==> src/rtl/shared_resource_pipeline.sv <==
// Valid/ready intake with a one-word hold register, an arbitrated fixed-latency shared
// resource, and a credit-gated DEPTH-entry result FIFO with synchronous flush.
module shared_resource_pipeline #(
  parameter int DATA_W  = 32,
  parameter int DEPTH   = 4,
  parameter int RES_LAT = 2
) (
  input  logic              i_clk,
  input  logic              i_rst,
  input  logic [DATA_W-1:0] i_in_data,
  input  logic              i_in_valid,
  output logic              o_in_ready,
  input  logic              i_flush,
  output logic [DATA_W-1:0] o_out_data,
  output logic              o_out_valid,
  input  logic              i_out_ready,
  output logic              o_arbiter_req,
  input  logic              i_arbiter_grant,
  output logic [DATA_W-1:0] o_resource_input,
  input  logic [DATA_W-1:0] i_resource_output
);
  localparam int AW = $clog2(DEPTH);
  localparam logic [AW+1:0] C_DEPTH = (AW+2)'(DEPTH);

  typedef enum logic {S_IDLE = 1'b0, S_REQ = 1'b1} state_t;

  state_t             r_state, w_state_nxt;
  logic [DATA_W-1:0]  r_hold, w_hold_nxt;
  logic [RES_LAT-1:0] r_track;
  logic [AW:0]        r_inflight, r_count, w_count_nxt;
  logic [AW-1:0]      r_wptr, r_rptr, w_rptr_nxt;
  logic [DATA_W-1:0]  r_mem [DEPTH];
  logic [DATA_W-1:0]  r_out_data, w_out_data_nxt;
  logic               r_out_valid;
  logic               w_credit, w_issue, w_accept, w_push, w_pop;

  // A request is only raised when a result slot is guaranteed; a pop this cycle earns no credit.
  assign w_credit         = ({1'b0, r_count} + {1'b0, r_inflight}) < C_DEPTH;
  assign o_arbiter_req    = (r_state == S_REQ) & w_credit & ~i_flush;
  assign w_issue          = o_arbiter_req & i_arbiter_grant;
  assign o_in_ready       = ((r_state == S_IDLE) | w_issue) & ~i_flush;
  assign w_accept         = i_in_valid & o_in_ready;
  assign o_resource_input = w_issue ? r_hold : {DATA_W{1'b0}};
  assign w_push           = r_track[RES_LAT-1] & ~i_flush;
  assign w_pop            = r_out_valid & i_out_ready & ~i_flush;
  assign o_out_valid      = r_out_valid;
  assign o_out_data       = r_out_data;

  // Hold register / FSM next state: flush dominates, accept refills, issue drains.
  always_comb begin
    w_state_nxt = r_state;
    w_hold_nxt  = r_hold;
    if (i_flush) begin
      w_state_nxt = S_IDLE;
      w_hold_nxt  = {DATA_W{1'b0}};
    end else if (w_accept) begin
      w_state_nxt = S_REQ;
      w_hold_nxt  = i_in_data;
    end else if (w_issue) begin
      w_state_nxt = S_IDLE;
    end else begin
      w_state_nxt = r_state;
    end
  end

  // FSM state and hold register.
  always_ff @(posedge i_clk or posedge i_rst) begin
    if (i_rst) begin
      r_state <= S_IDLE;
      r_hold  <= {DATA_W{1'b0}};
    end else begin
      r_state <= w_state_nxt;
      r_hold  <= w_hold_nxt;
    end
  end

  // In-flight tracker and its population count.
  always_ff @(posedge i_clk or posedge i_rst) begin
    if (i_rst) begin
      r_track    <= {RES_LAT{1'b0}};
      r_inflight <= {(AW+1){1'b0}};
    end else if (i_flush) begin
      r_track    <= {RES_LAT{1'b0}};
      r_inflight <= {(AW+1){1'b0}};
    end else begin
      r_track <= (r_track << 1'b1) | RES_LAT'(w_issue);
      case ({w_issue, w_push})
        2'b10:   r_inflight <= r_inflight + 1'b1;
        2'b01:   r_inflight <= r_inflight - 1'b1;
        default: r_inflight <= r_inflight;
      endcase
    end
  end

  // FIFO bookkeeping and next head value, so the head can be held in a register.
  always_comb begin
    w_count_nxt    = r_count;
    w_rptr_nxt     = r_rptr;
    w_out_data_nxt = {DATA_W{1'b0}};
    case ({w_push, w_pop})
      2'b10:   w_count_nxt = r_count + 1'b1;
      2'b01:   w_count_nxt = r_count - 1'b1;
      default: w_count_nxt = r_count;
    endcase
    if (w_pop) begin
      w_rptr_nxt = r_rptr + 1'b1;
    end else begin
      w_rptr_nxt = r_rptr;
    end
    if (w_count_nxt == {(AW+1){1'b0}}) begin
      w_out_data_nxt = {DATA_W{1'b0}};
    end else if (w_push && (w_count_nxt == {{AW{1'b0}}, 1'b1})) begin
      w_out_data_nxt = i_resource_output;
    end else begin
      w_out_data_nxt = r_mem[w_rptr_nxt];
    end
  end

  // FIFO pointers, count and registered head.
  always_ff @(posedge i_clk or posedge i_rst) begin
    if (i_rst) begin
      r_wptr      <= {AW{1'b0}};
      r_rptr      <= {AW{1'b0}};
      r_count     <= {(AW+1){1'b0}};
      r_out_valid <= 1'b0;
      r_out_data  <= {DATA_W{1'b0}};
    end else if (i_flush) begin
      r_wptr      <= {AW{1'b0}};
      r_rptr      <= {AW{1'b0}};
      r_count     <= {(AW+1){1'b0}};
      r_out_valid <= 1'b0;
      r_out_data  <= {DATA_W{1'b0}};
    end else begin
      if (w_push) begin
        r_wptr <= r_wptr + 1'b1;
      end else begin
        r_wptr <= r_wptr;
      end
      r_rptr      <= w_rptr_nxt;
      r_count     <= w_count_nxt;
      r_out_valid <= (w_count_nxt != {(AW+1){1'b0}});
      r_out_data  <= w_out_data_nxt;
    end
  end

  // FIFO storage; contents are only read once written, so no reset is needed.
  always_ff @(posedge i_clk) begin
    if (w_push) begin
      r_mem[r_wptr] <= i_resource_output;
    end
  end
endmodule

==> config.mk <==
export PLATFORM = sky130hd
export DESIGN_NAME = shared_resource_pipeline
export DESIGN_NICKNAME = d
export VERILOG_FILES = /design/src/rtl/shared_resource_pipeline.sv
export SDC_FILE = /design/constraint.sdc
export NUM_CORES = 1
export LEC_CHECK = 0
export CORE_AREA = 2 2 212 172
export CTS_BUF_LIST = sky130_fd_sc_hd__clkbuf_2 sky130_fd_sc_hd__clkbuf_4 sky130_fd_sc_hd__clkbuf_8
export CTS_CLUSTER_SIZE = 10
export DETAILED_ROUTE_END_ITERATION = 6
export DIE_AREA = 0 0 214 174
export GPL_ROUTABILITY_DRIVEN = 0
export HOLD_SLACK_MARGIN = 0.15
export SLEW_MARGIN = 20
export SYNTH_ARGS = -nofsm -noshare
export SYNTH_HDL_FRONTEND = slang
export SYNTH_SLANG_ARGS = --single-unit
==> constraint.sdc <==
create_clock -name i_clk -period 5.6 [get_ports i_clk]
set_clock_uncertainty 0.15 [all_clocks]
set_input_delay 1.12 -clock i_clk [delete_from_list [all_inputs] [get_ports i_clk]]
set_output_delay 1.12 -clock i_clk [all_outputs]
set_load 0.01 [all_outputs]
Word level (Yosys, flattened, before mapping)
Memory sizes are Yosys's and may differ from the RTL's.
Cells that the tools add are included.
{ "word_totals": {"register_bits": 78, "ram_bits": 128, "input_bits": 70, "out_inout_bits": 67, "word_cells": 63, "memories": 1} }
{ "op_classes": {"n_addsub": 7, "order_cmp": 1, "n_eq_ne": 5, "n_mux": 21, "bitwise": 12, "reduce_logical": 7} }
{ "mem_list": {"columns": ["memory", "words", "width", "read_ports", "rd_ports_with_merged_regs", "wr", "line", "text"], "rows": [
  ["r_mem", 4, 32, 1, 0, 1, "32", "logic [DATA_W-1:0] r_mem [DEPTH];"]
]} }
{ "ops": {"columns": ["op", "n"], "rows": [
  ["$mux 32", 6],
  ["$pmux 3 s2", 2],
  ["$mux 2", 5],
  ["$reduce_bool 3->1", 3],
  ["$and 1x1->1", 8],
  ["$add 3x1->3 const B", 2],
  ["$mux 1", 6],
  ["$mux 3", 2],
  ["$sub 3x1->3 const B", 2],
  ["$add 2x1->2 const B", 2],
  ["$add 3x3->4", 1],
  ["$eq 2x1->1 const B", 2],
  ["$eq 2x2->1 const B", 2],
  ["$lt 4x3->1 const B", 1],
  ["$reduce_bool 2->1", 2],
  ["$eq 3x1->1 const B", 1],
  ["$logic_not 3->1", 1],
  ["$not 1->1", 2],
  ["$or 2x1->2", 1],
  ["$logic_and 1x1->1", 1],
  ["$or 1x1->1", 1]
]} }

Depth between registers and ports, before layout
Gate-level depths: netlist of the first run.
{ "logic_depth": {"ltp_word": 10, "mapped_depth": 14} }

Worst setup path before layout of the first run
No wires, ideal clock.
{ "synth_timing": {"path_kind": "in2reg", "from": "in i_flush", "to": "reg r_out_data[22], in the netlist o_out_data[22]", "setup_ps": 78, "arrival_ps": 3594, "required_time_ps": 5372, "setup_slack_ps": 1778, "path_stages": 14, "n_path_buf": 4, "cell_sequence": "nand3b_4 -> inv_2 -> buf_4 -> buf_2 -> ha_1 -> inv_1 -> fa_1 -> or3b_2 -> a22oi_1 -> and2_1 -> buf_6 -> buf_4 -> nand2_1 -> a21oi_1"} }
{ "synth_via": {"elab_chain_cells": 9, "word_cells_on_any_way": 14, "cone_classes": "eq/ne: 3; mux: 5; bitwise: 3; reduce/logical: 2; memory: 1"} }
{ "synth_lines": {"columns": ["item", "line", "text"], "rows": [
  ["start: declaration", "13", "input logic i_flush,"],
  ["$not 1->1", "44, 45", null],
  ["$and 1x1->1 (on tied branches)", "45, 44", null],
  ["$eq 2x1->1 / $eq 2x2->1 (equally long branches)", "100", "case ({w_push, w_pop})"],
  ["$pmux 3 s2", "100", null],
  ["$eq 3x1->1", "112", "end else if (w_push && (w_count_nxt == {{AW{1'b0}}, 1'b1})) begin"],
  ["$logic_and 1x1->1", "112", null],
  ["$mux 32", "112", null],
  ["$mux 32", "110", "if (w_count_nxt == {(AW+1){1'b0}}) begin"],
  ["$mux 32 *", "127", "end else if (i_flush) begin"],
  ["end signal: assignment", "126", "r_out_data <= {DATA_W{1'b0}};"],
  ["end signal: assignment", "132", "r_out_data <= {DATA_W{1'b0}};"],
  ["end signal: assignment", "142", "r_out_data <= w_out_data_nxt;"],
  ["end: declaration", "33", "logic [DATA_W-1:0] r_out_data, w_out_data_nxt;"]
]} }
Mark *: on every way between the ends. The rest lies on a longest branch, timed or not.
A chain may end at the register's enable or synchronous reset.

Worst setup path in the final report of the first run
{ "layout_timing": {"from": "in i_flush", "to": "out o_resource_input[11]"} }
{ "layout_via": {"elab_chain_cells": 4} }
{ "layout_lines": {"columns": ["item", "line", "text"], "rows": [
  ["$not 1->1", "39", "assign o_arbiter_req = (r_state == S_REQ) & w_credit & ~i_flush;"],
  ["$and 1x1->1", "39", null],
  ["$and 1x1->1", "40", "assign w_issue = o_arbiter_req & i_arbiter_grant;"],
  ["$mux 32", "43", "assign o_resource_input = w_issue ? r_hold : {DATA_W{1'b0}};"],
  ["end: declaration", "19", "output logic [DATA_W-1:0] o_resource_input,"]
]} }
No other way between the ends.

==> results of run 1 <==
==> logic make-up after synthesis <==
kind of cell | count (synthesis) | synth area share [%]
muxes | 36 | 3.60
xor gates and xnor gates | 6 | 0.521
adders and majority gates | 9 | 1.26
AOI/OAI and AO/OA | 173 | 10.7
and+or+nand+nor | 389 | 22.7
buffers and inverters | 90 | 3.83
DFF | 206 | 57.4
==> worst max-delay path, cell delays in order <==
cell and delay [ns]:
clkdlybuf4s50_1 0.61, inv_1 0.16, nand4_1 0.23, inv_1 0.71
and2_1 0.24, clkdlybuf4s50_1 0.55
==> worst min path at each step <==
stage	startpoint	to	slack (ns)	cells after the start
floorplan	r_track[0]	r_track[1]	0.29	1
global placement	r_track[0]	r_track[1]	0.29	1
detailed placement	r_track[0]	r_track[1]	0.31	1
CTS	r_track[0]	r_track[1]	0.32	1
global route	r_track[0]	r_track[1]	0.34	1
finish	r_track[0]	r_track[1]	0.32	1
==> power breakdown <==
part / total (mW) / internal, mW / switching (mW)
Sequential: 1.66 / 1.64 / 0.0165
Combinational: 0.198 / 0.0980 / 0.100
Clock: 1.47 / 0.861 / 0.606
==> cells in the mapped netlist, types with 33 or more instances <==
library cell,count,area (um2)
nor2_1,40,150
edfxtp_1,128,3840
a21oi_1,102,510
nand2_1,103,387
clkbuf_1,49,184
dfrtp_1,78,1950
and2_1,39,244
nand3_1,33,165
mux2i_1,34,340
nor2b_1,36,225
nand3b_1,65,488
or3b_2,57,499
==> cell type report <==
class | count | area [um2]
Inverter | 12 | 48.8
Clock inverter | 5 | 48.8
Fill cell | 3459 | 22700
Timing Repair Buffer | 147 | 1440
Clock buffer | 59 | 724
Tap cell | 480 | 601
Multi-Input combinational cell | 613 | 3930
Sequential cell | 206 | 5800
==> flip-flops by register name, indices dropped and copies added, names as in the netlist <==
| register | cells |
|---|---|
| r_hold | 32 |
| o_out_data | 32 |
| r_wptr | 2 |
| r_state | 1 |
| r_mem | 128 |
| r_inflight | 3 |
| r_track | 2 |
| r_count | 3 |
| r_rptr | 2 |
| o_out_valid | 1 |
==> layer usage <==
| layer | wire length, um | vias to the layer above | global-route usage [%] |
|---|---|---|---|
| li1 | - | 3472 | - |
| met1 | 11600 | 3516 | 18.3 |
| met2 | 11700 | 201 | 21.6 |
| met3 | 1880 | 55 | 4.09 |
| met4 | 538 | 4 | 3.85 |
| met5 | 24 | - | 0 |
==> stage by stage <==
step	setup slack [ns]	power, mW	hold WS, ns	std cells
after detailed placement	0.621	1.89	0.307	1458
after global routing	0.471	3.47	0.338	1522
after floorplan	1.78	1.78	0.289	909
after CTS	0.615	3.39	0.322	1522
after global placement	0.658	1.89	0.294	1458
final	0.691	3.33	0.317	1522
==> impl_results.md, run 1 <==
* RR Startpoint: r_count[2]
* Max Fclk at 204 MHz
* Final hold vios at 0
* Avg WL per Cell at 16.9 um
* Drt total wl at 25.7 mm
* Detail Route Antenna Nets at 0
* Instance count of the mapped netlist at 909
* Share of layout cells above drive strength 1 at 14.0%
* I/O Pins at 137
* Register-to-Register Path Depth at 10
* Pre-Repair DR Iteration Count at 5
* Async set or reset register ratio after synthesis at 37.9%
* Commonest non-fill, non-tap cell in the layout: clkdlybuf4s50_1
* Sequential area share after synthesis at 57.4%
* Antenna violations before repair at 2
* Pins Over Slew Limit at 0
* Commonest non-fill, non-tap cells in the layout: 136 x clkdlybuf4s50_1, 128 x edfxtp_1, 102 x a21oi_1, 101 x nand2_1, 76 x dfrtp_1
* Total CTS buffers at 36
* DIE WIDTH at 214 um
* Max-capacitance violation count at 0
* DR iter-0 viols at 528
* Clock slew at reported path FFs at 0.06 ns
* Reg2reg end: r_inflight[2]
* R2R Setup Slk at 1.96 ns
* Setup Buffers After CTS at 0
* Worst-Skew Late Latency at 0.53 ns
* Die Ht at 174 um
* Full die area at 37200 um2
* Root buffer cell: clkbuf_8
* Clk buf depth at 3
* Port Buf Inserts at 136
* Syn avg cell area at 11.1 um2
* Crit path DAT at 3.64 ns
* CORE AREA at 35300 um2
* Setup CP Type: input pin to output pin
* YS warnings at 0
* Total global routing overflow at 0
* RSZ-0062 raised after global routing: no
* Setup TNS at 0 ns
* Via count at 7248
* Synth Register Bits at 206
* Avg Vias per Cell at 4.76
* CP startpoint: i_flush
* Final period utilization at 87.7%
* Synth unique cells at 42
* Post-cts resize count at 0
* FP Rows at 62
* Setup-failing EPs final at 0
* Initial Utilization at 28.6%
* Slew margin rel. at 30.6%
* Core Util, Final at 35.7%
* HP Class: flop to flop
* CTS tree: yes
* CTS HTree Levels at 2
* Worst Setup Start Kind: input pin
* Pwr dens at 264 nW/um2
* Worst setup endpoint: o_resource_input[11]
* Mapped Nets at 988
* Post-synthesis cell area at 10100 um2
* N_diodes at 0
* First-pass GRT wire length at 40.7 mm
* Element type at the critical path end: output pin
* Peak supply drop at 138 uV
* CP required at 4.33 ns
* Half-perimeter wire length after placement at 14.6 mm
* GRT Total Usage at 13.7%
* Leakage Power at 4.69 nW
* Fin area at 12600 um2
* Number of clock sinks at 206
* Placed Instance Area at 11800 um2
* Outcome: complete, no violations
* DRC viols at 0
* Hold buffers post-CTS at 0
* Post-synth EDFFs at 128
* Layout area overhead at 24.8%
* Net count, final at 1095
* Largest net degree at the start of global routing at 115
* CP max FO at 34
* Most used DFF post-synth: edfxtp_1
* Clock period minus worst slack at 4.91 ns
* Number of global-route vias before repair at 7297
* Worst-margin pin slew at 1.04 ns
(Power assumes the default switching activity.)
==> run 2, diff against run 1 <==
--- a/config.mk
+++ b/config.mk
@@ -7,12 +7,11 @@
 export LEC_CHECK = 0
 export CORE_AREA = 2 2 212 172
 export CTS_BUF_LIST = sky130_fd_sc_hd__clkbuf_2 sky130_fd_sc_hd__clkbuf_4 sky130_fd_sc_hd__clkbuf_8
-export CTS_CLUSTER_SIZE = 10
+export CTS_CLUSTER_SIZE = 40
 export DETAILED_ROUTE_END_ITERATION = 6
 export DIE_AREA = 0 0 214 174
 export GPL_ROUTABILITY_DRIVEN = 0
 export HOLD_SLACK_MARGIN = 0.15
-export SLEW_MARGIN = 20
 export SYNTH_ARGS = -nofsm -noshare
 export SYNTH_HDL_FRONTEND = slang
 export SYNTH_SLANG_ARGS = --single-unit
==> constraint.sdc (replaced) <==
create_clock -name i_clk -period 5.6 [get_ports i_clk]
set_clock_uncertainty 0.15 [all_clocks]
set_input_delay 1.68 -clock i_clk [delete_from_list [all_inputs] [get_ports i_clk]]
set_output_delay 1.68 -clock i_clk [all_outputs]
set_load 0.01 [all_outputs]
==> impl_results.md, run 2 (synthesis gave the netlist of run 1 again) <==
* Peak supply drop at 141 uV (+2.2%)
* Reg2reg end: o_out_data[16]
* Worst-margin pin slew at 1.02 ns (-0.0161 ns)
* Root buffer cell: clkbuf_8
* Commonest non-fill, non-tap cell in the layout: clkdlybuf4s50_1
* DIE WIDTH at 214 um (unchanged)
* Port Buf Inserts at 136 (unchanged)
* DR iter-0 viols at 398 (-25%)
* Net count, final at 1110 (+1.4%)
* Setup-failing EPs final at 0 (unchanged)
* Max Fclk at 189 MHz (-7.2%)
* RSZ-0062 raised after global routing: no
* Die Ht at 174 um (unchanged)
* Share of layout cells above drive strength 1 at 14.9% (+0.88 points)
* Final hold vios at 0 (unchanged)
* Number of global-route vias before repair at 7337 (+0.55%)
* Hold buffers post-CTS at 0 (unchanged)
* Setup TNS at 0 ns (unchanged)
* Total CTS buffers at 39 (+8.3%)
* Final period utilization at 94.5% (+6.8 points)
* Outcome: complete, no violations
* Clock period minus worst slack at 5.29 ns (+0.382 ns)
* Storage cell area at 5800 um2 (unchanged)
* Drt total wl at 25.8 mm (+0.52%)
* Register-to-Register Path Depth at 11 (+1)
* Worst setup endpoint: o_resource_input[5]
* CTS HTree Levels at 2 (unchanged)
* Avg WL per Cell at 16.8 um (-0.72%)
* Clk buf depth at 3 (unchanged)
* Half-perimeter wire length after placement at 15.1 mm (+3.4%)
* Pre-Repair DR Iteration Count at 5 (unchanged)
* N_diodes at 0 (unchanged)
* Full die area at 37200 um2 (unchanged)
* Multi-input logic area at 3930 um2 (unchanged)
* Post-cts resize count at 0 (unchanged)
* Number of clock sinks at 206 (unchanged)
* DRC viols at 0 (unchanged)
* GRT Total Usage at 13.7% (+0.016 points)
* Element type at the critical path end: output pin
* Via count at 7283 (+0.48%)
* Initial Utilization at 28.6% (unchanged)
* Max-capacitance violation count at 0 (unchanged)
* First-pass GRT wire length at 40.7 mm (about the same)
* Total global routing overflow at 0 (unchanged)
* Avg Vias per Cell at 4.73 (-0.76%)
* Layout area overhead at 26.0%
* CORE AREA at 35300 um2 (unchanged)
* Placed Instance Area at 11900 um2 (+0.87%)
* HP Class: flop to flop
* Pwr dens at 263 nW/um2 (-0.21%)
* I/O Pins at 137 (unchanged)
* Detail Route Antenna Nets at 0 (unchanged)
* Max FFs per register at 128 (unchanged)
* Reg with most FFs: r_mem
* CTS tree: yes
* Largest net degree at the start of global routing at 110 (-4.3%)
* CP max FO at 32 (-5.9%)
* Crit path DAT at 3.46 ns (-0.18 ns)
* RR Startpoint: r_track[1]
* Final Hold Slack at 0.310 ns (-0.00642 ns)
* R2R Setup Slk at 2.25 ns (+0.29 ns)
* Leakage Power at 4.76 nW (+1.5%)
* Worst-Skew Late Latency at 0.54 ns (about the same)
* Slew margin rel. at 31.7% (+1.1 points)
* CP required at 3.77 ns (-0.56 ns)
* Pins Over Slew Limit at 0 (unchanged)
* Setup Buffers After CTS at 0 (unchanged)
* FP Rows at 62 (unchanged)
* Worst Setup Start Kind: input pin
* CP startpoint: i_flush
* Commonest non-fill, non-tap cells in the layout: 136 x clkdlybuf4s50_1, 128 x edfxtp_1, 102 x a21oi_1, 101 x nand2_1, 76 x dfrtp_1
* Setup CP Type: input pin to output pin
* Clock slew at reported path FFs at 0.05 ns (about the same)
* Fin area at 12700 um2 (+0.90%)
* Antenna violations before repair at 0 (-2)
* Fillcell total at 3473 (+0.40%)
-- run 2: cell types whose count changed in the layout (fill, tap and decap cells not counted) --
cell,previous run,this run
buf_4,11,22
clkinv_1,3,10
clkbuf_4,14,10
clkinv_2,1,5
buf_12,0,1
clkbuf_8,45,44
inv_6,0,1
-- run 2: layer usage --
layer / routed length [um] / global-route usage [%]
met3: 1550 / 3.90
met5: 0 / 0
met1: 12100 / 18.6
met4: 474 / 3.73
met2: 11700 / 21.5
-- run 2: how the worst min path moves through the flow --
stage               startpoint  slack (ns)  cells past startpoint         end
global placement    r_track[0]        0.29                      1  r_track[1]
CTS                 r_track[0]        0.31                      1  r_track[1]
floorplan           r_track[0]        0.29                      1  r_track[1]
finish              r_track[0]        0.31                      1  r_track[1]
global route        r_track[0]        0.35                      1  r_track[1]
detailed placement  r_track[0]        0.30                      1  r_track[1]
-- run 2: stage by stage --
stage	util [%]	instances	power, mW	worst slack (ns)
finish	36.0	1541	3.35	0.309
CTS	36.0	1541	3.42	0.284
detailed placement	33.8	1470	1.89	0.288
global route	36.0	1541	3.51	0.144
global placement	33.8	1470	1.89	0.323
floorplan	-	909	1.78	1.14
-- run 2: layout make-up --
class | count | share of cell area (%)
sequential | 206 | 45.6
multi-input combinational | 613 | 30.9
timing repair buffer | 159 | 12.2
clock buffer | 54 | 5.35
tap | 480 | 4.72
clock inverter | 17 | 0.817
inverter | 12 | 0.384
-- run 2: power by group --
part	internal (mW)	switching [mW]	total, mW	leakage [nW]
combinational	0.0991	0.0993	0.198	2.14
clock	0.834	0.654	1.49	0.412
sequential	1.64	0.0181	1.66	2.21
-- run 2: critical path, cell delays in order --
cell	delay, ns
clkdlybuf4s50_1	0.47
inv_1	0.10
nand4_1	0.10
inv_1	0.10
buf_4	0.27
and2_1	0.17
clkdlybuf4s50_1	0.55
==> patch 1 (settings of run 2) <==
Make the reset (`i_rst`) synchronous in 3 clocked blocks.
--- a/src/rtl/shared_resource_pipeline.sv
+++ b/src/rtl/shared_resource_pipeline.sv
@@ -64,7 +64,7 @@
   end
 
   // FSM state and hold register.
-  always_ff @(posedge i_clk or posedge i_rst) begin
+  always_ff @(posedge i_clk) begin
     if (i_rst) begin
       r_state <= S_IDLE;
       r_hold  <= {DATA_W{1'b0}};
@@ -75,7 +75,7 @@
   end
 
   // In-flight tracker and its population count.
-  always_ff @(posedge i_clk or posedge i_rst) begin
+  always_ff @(posedge i_clk) begin
     if (i_rst) begin
       r_track    <= {RES_LAT{1'b0}};
       r_inflight <= {(AW+1){1'b0}};
@@ -117,7 +117,7 @@
   end
 
   // FIFO pointers, count and registered head.
-  always_ff @(posedge i_clk or posedge i_rst) begin
+  always_ff @(posedge i_clk) begin
     if (i_rst) begin
       r_wptr      <= {AW{1'b0}};
       r_rptr      <= {AW{1'b0}};
Function: differs if i_rst is asserted again (counterexample within 4 cycles, from zero or initial values and one cycle with i_rst high); with i_rst held inactive, the same outputs for 10 cycles.
==> patch 1 against run 2 <==
Synthesized cell count shrank 20%. Power shrank 0.60%. Synthesized area shrank 12%. Critical endpoint is now o_resource_input[3]. Non-clock buffer count is 7 lower. Setup slack worse by 0.20 ns. Sequential power is 2% lower. Wire length shrank 12%. Final cell count fell by 11%. Via count fell by 14%. Cell area decreased by 8.9%. Sequential cell count unchanged.
==> patch 1: results (changes against run 2) <==
* Outcome: completed
* HP Class: flip-flop to flip-flop
* Post-placement cell count at 1299 (-12%)
* HPWL after detailed placement at 13000 um (-14%)
* Endpoint arrival time on the critical path at 3.66 ns (+0.20 ns)
* Pin count of the biggest net entering global routing at 83 (-25%)
* Worst hold path cell count at 2 (+1)
* DRT iter0 DRCs at 352 (-12%)
* Terminus of the critical flop-to-flop path: o_out_data[25]$_SDFF_PP0_
* Synthesized-area fraction occupied by xor and xnor cells at 0.006738 (+0.001530)
* Reg-to-reg slack, setup at 2.44 ns (+0.19 ns)
* Post-layout net count at 940 (-15%)
* First-pass GRT wire length at 35250 um (-13%)
* Endpoint with the worst hold slack: r_track[1]$_SDFF_PP0_
* Total wire length after detailed routing at 22640 um (-12%)
* Largest vdd supply drop at 0.1320 mV (-6.6%)
* Leading post-synthesis cells by instance count: 128 x edfxtp_1, 78 x dfxtp_1, 64 x mux2i_1
* Hold path startpoint: r_track[0]$_SDFF_PP0_
* Async SR Flop Fraction at 0 (-0.3786)
* Fraction of the mapped netlist area in adder cells at 0.01572 (+0.003074)
* Multiplexer share of the synthesized area at 0.07313 (+0.03718)
* Final cell count without fillers at 1368 (-11%)
* Setup slack at placement at 0.1076 ns (-0.1801 ns)
* Seq/Total Area, Yosys at 0.6064 (+0.03207)
* Most common library cell in the layout ignoring fill and taps: clkdlybuf4s50_1
* Count of unique library cells instantiated by Yosys at 46 (+9.5%)
* Crit share post-route at 0.9800 (+0.03514)
* Fill count at 3497 (+0.69%)
* Synthesized Nets at 810 (-18%)
* Share of the synthesized area in compound gates (AO/OA/AOI/OAI) at 0.1178 (+0.01101)
* Static Leakage at 3.774 nW (-21%)
* Critical Path Fanout Max at 27 (-16%)
* Per-cell via count in the routed design at 4.563 (-3.5%)
* Top cells by area in the synthesized netlist: edfxtp_1 43%, dfxtp_1 18%, mux2i_1 7.2%
* Critical Path Sink: o_resource_input[3]
* Crit Reg-Reg Startpoint: o_out_valid$_SDFF_PP0_
* Share of layout cells above drive strength 1 at 0.1160 (-0.03293)
* Highest cell delay on the worst timing path at 0.53 ns (-0.02 ns)
* Internal cell power at 2.636 mW (+2.3%)
==> patch 1: layout make-up <==
class                      instances  area (um2)  area share
sequential                       206        5410      0.4674
clock inverter                    11       138.9     0.01200
tap                              480       600.6     0.05189
inverter                          11       41.29    0.003567
clock buffer                      58       716.9     0.06194
multi-input combinational        450        3173      0.2741
timing repair buffer             152        1494      0.1291
==> patch 1: worst register-to-register path: cells and delay by family (launching register included) <==
kind | cells | cell delay (ns)
adders and majority gates | 2 | 0.53
AOI/OAI and AO/OA | 2 | 0.72
and+or+nand+nor | 3 | 0.64
DFF | 1 | 0.39
buffers and inverters | 3 | 0.51
xor gates and xnor gates | 1 | 0.16
==> patch 1: logic make-up after synthesis <==
| logic type | Yosys count |
|---|---|
| flip-flops | 206 |
| adder cells (fa/ha/maj) | 10 |
| AND/OR/NAND/NOR | 229 |
| AO/OA/AOI/OAI | 140 |
| buffers and inverters | 74 |
| multiplexers | 65 |
| XOR/XNOR | 6 |
==> patch 1: per-layer routing <==
metal	track usage	part of all wire	vias to the layer above
li1	-	-	3039
met1	0.1594	0.46	2988
met2	0.1889	0.45	174
met3	0.03412	0.063	41
met4	0.04021	0.021	0
met5	0	0	-
==> patch 1: power groups by stage <==
stage / Sequential (mW) / Combinational (mW) / Clock [mW]
after global routing: 1.62 / 0.118 / 1.73
after floorplan: 1.65 / 0.0373 / 0
after detailed placement: 1.65 / 0.109 / 0
after CTS: 1.62 / 0.109 / 1.66
final: 1.62 / 0.108 / 1.60
after global placement: 1.65 / 0.107 / 0
==> patch 1: metrics by stage <==
step           hold slack [ns]  area, um2
2_1_floorplan           0.2436       8914
3_3_place_gp            0.2601      10720
3_5_place_dp            0.2592      10720
4_1_cts                 0.2674      11570
5_1_grt                 0.3046      11570
6_report                0.2642      11570
==> patch 2 (flow settings as in run 2) <==
Without the edit above. `DATA_W`: 32 -> 16.
--- a/src/rtl/shared_resource_pipeline.sv
+++ b/src/rtl/shared_resource_pipeline.sv
@@ -1,7 +1,7 @@
 // Valid/ready intake with a one-word hold register, an arbitrated fixed-latency shared
 // resource, and a credit-gated DEPTH-entry result FIFO with synchronous flush.
 module shared_resource_pipeline #(
-  parameter int DATA_W  = 32,
+  parameter int DATA_W  = 16,
   parameter int DEPTH   = 4,
   parameter int RES_LAT = 2
 ) (
Ports: changed (resized i_in_data, i_resource_output, o_out_data and o_resource_input); port bits go from 137 to 73. No check against the original RTL was run, so the function may have changed too.
==> patch 2 against run 2 <==
Wire length shrank 48%. Power down 56%. Setup slack gained 0.11 ns. Critical path depth decreased by 1. Sequential cell count down 96. Global-route usage decreased by 6.5 points. Synthesized area fell by 48%. Final cell count decreased by 36%. Cell area decreased by 47%. Critical path type unchanged.
==> patch 2: results (changes against run 2) <==
* Outcome: completed
* EDFF count, synth at 64 (-50%)
* Clock slew at reported path FFs at 0.10 ns (+0.05 ns)
* Terminus of the critical flop-to-flop path: r_inflight[2]$_DFFE_PP0P_
* Critical Path Fanout Max at 17 (-47%)
* Reg-to-reg slack, setup at 2.44 ns (+0.19 ns)
* Clock Tree Buf Depth at 2 (-1)
* Minimum hold slack at 0.3348 ns (+0.02442 ns)
* DRT iter0 DRCs at 176 (-56%)
* Power in sequential cells at 886 uW (-47%)
* Hold path startpoint: r_track[0]$_DFF_PP0_
* Fraction of the mapped netlist area in adder cells at 0.02423 (+0.01158)
* Async SR Flop Fraction at 0.4182 (+0.03954)
* Synthesized-area fraction occupied by xor and xnor cells at 0.009976 (+0.004769)
* Routed length per instance at 13.62 um (-19%)
* Static Leakage at 2.240 nW (-53%)
* Inserted Clock Buffers at 9 (-77%)
* Post-placement cell count at 960 (-35%)
* Count of unique library cells instantiated by Yosys at 44 (+4.8%)
* Avg Cell Area, Syn at 12.25 um2 (+10%)
* Vias in the first global route at 3654 (-50%)
* Pin count of the biggest net entering global routing at 68 (-38%)
* Clk Latency, worst-skew pair at 0.38 ns (-0.16 ns)
* Top cells by area in the synthesized netlist: edfxtp_1 36%, dfrtp_1 22%, mux2_2 6.6%
* GRT Total Usage at 0.07163 (-0.06549)
* Launch point of the critical path: i_flush
* Multiplexer share of the synthesized area at 0.07957 (+0.04361)
* Net Sw Frac at 0.2513 (+0.02091)
* Total power consumption of the routed design at 1.475 mW (-56%)
* Max reg flops at 64 (-50%)
* Seq/Total Area, Yosys at 0.5834 (+0.009039)
* Largest family of logic cells by synthesized area: compound AO/OA/AOI/OAI gates
* Slew Limit Headroom at 0.3322 (+0.01515)
* Synthesized Nets at 477 (-52%)
* Largest reg by FF count: r_mem
* Post-DP Area at 0.006510 mm2 (-45%)
* Crit Reg-Reg Startpoint: r_inflight[2]$_DFFE_PP0P_
* Critical Path Sink: o_resource_input[1]
* Total wire length after detailed routing at 13350 um (-48%)
* Post-layout net count at 538 (-52%)
* Share of the synthesized area in compound gates (AO/OA/AOI/OAI) at 0.1413 (+0.03457)
* Post-route design area at 0.006713 mm2 (-47%)
* Initial antenna violation count at 4 (+4)
* Buffers added on ports at 72 (-47%)
* HPWL after detailed placement at 8764 um (-42%)
* Endpoint arrival time on the critical path at 3.35 ns (-0.11 ns)
* Max frequency at 0.1930 GHz (+2.1%)
* Clock share of power at 0.318 (-0.126)
* Leading post-synthesis cells by instance count: 64 x edfxtp_1, 46 x dfrtp_1, 36 x o21ai_0
* Fill count at 3849 (+11%)
* Setup slack at placement at 0.3434 ns (+0.05568 ns)
* Top power consumer group: sequential cells
* Post-CTS Setup Repair Bufs at 0 (unchanged)
* Maximum level of the CTS H-tree at 3 (+1)
* Share of layout cells above drive strength 1 at 0.1532 (+0.004310)
* Largest vdd supply drop at 0.09193 mV (-35%)
* First-pass GRT wire length at 20620 um (-49%)
* Routed via count at 3601 (-51%)
## patch 2: changes by cell type after synthesis, sizes merged, moves of 43 or more
cell / delta
or3b: -63
o21ai: +43
edfxtp: -64
nand2: -70
nand3b: -64
a21oi: -98
## patch 2: cell type report
cell class                      count  area share
Antenna cell                        4    0.001491
Clock buffer                        9     0.01845
Clock inverter                      7     0.01025
Inverter                           12    0.006897
Multi-Input combinational cell    276      0.2969
Sequential cell                   110      0.4580
Tap cell                          480     0.08947
Timing Repair Buffer               82      0.1185
## patch 2: critical path, stage by stage
cell	delay, ns
clkdlybuf4s50_1	0.43
nor3_2	0.23
nand2_2	0.11
clkinv_2	0.16
and2_1	0.17
clkdlybuf4s50_1	0.57
## patch 2: routing by layer
layer  part of all wire  GRT usage  vias to the layer above  wire, um
met4              0.014    0.03001                        0       182
met5                  0          0                        -         0
met3              0.056    0.02030                       12       742
met1               0.45    0.08850                     1785      6023
met2               0.48     0.1172                       64      6398
li1                   -          -                     1740         -
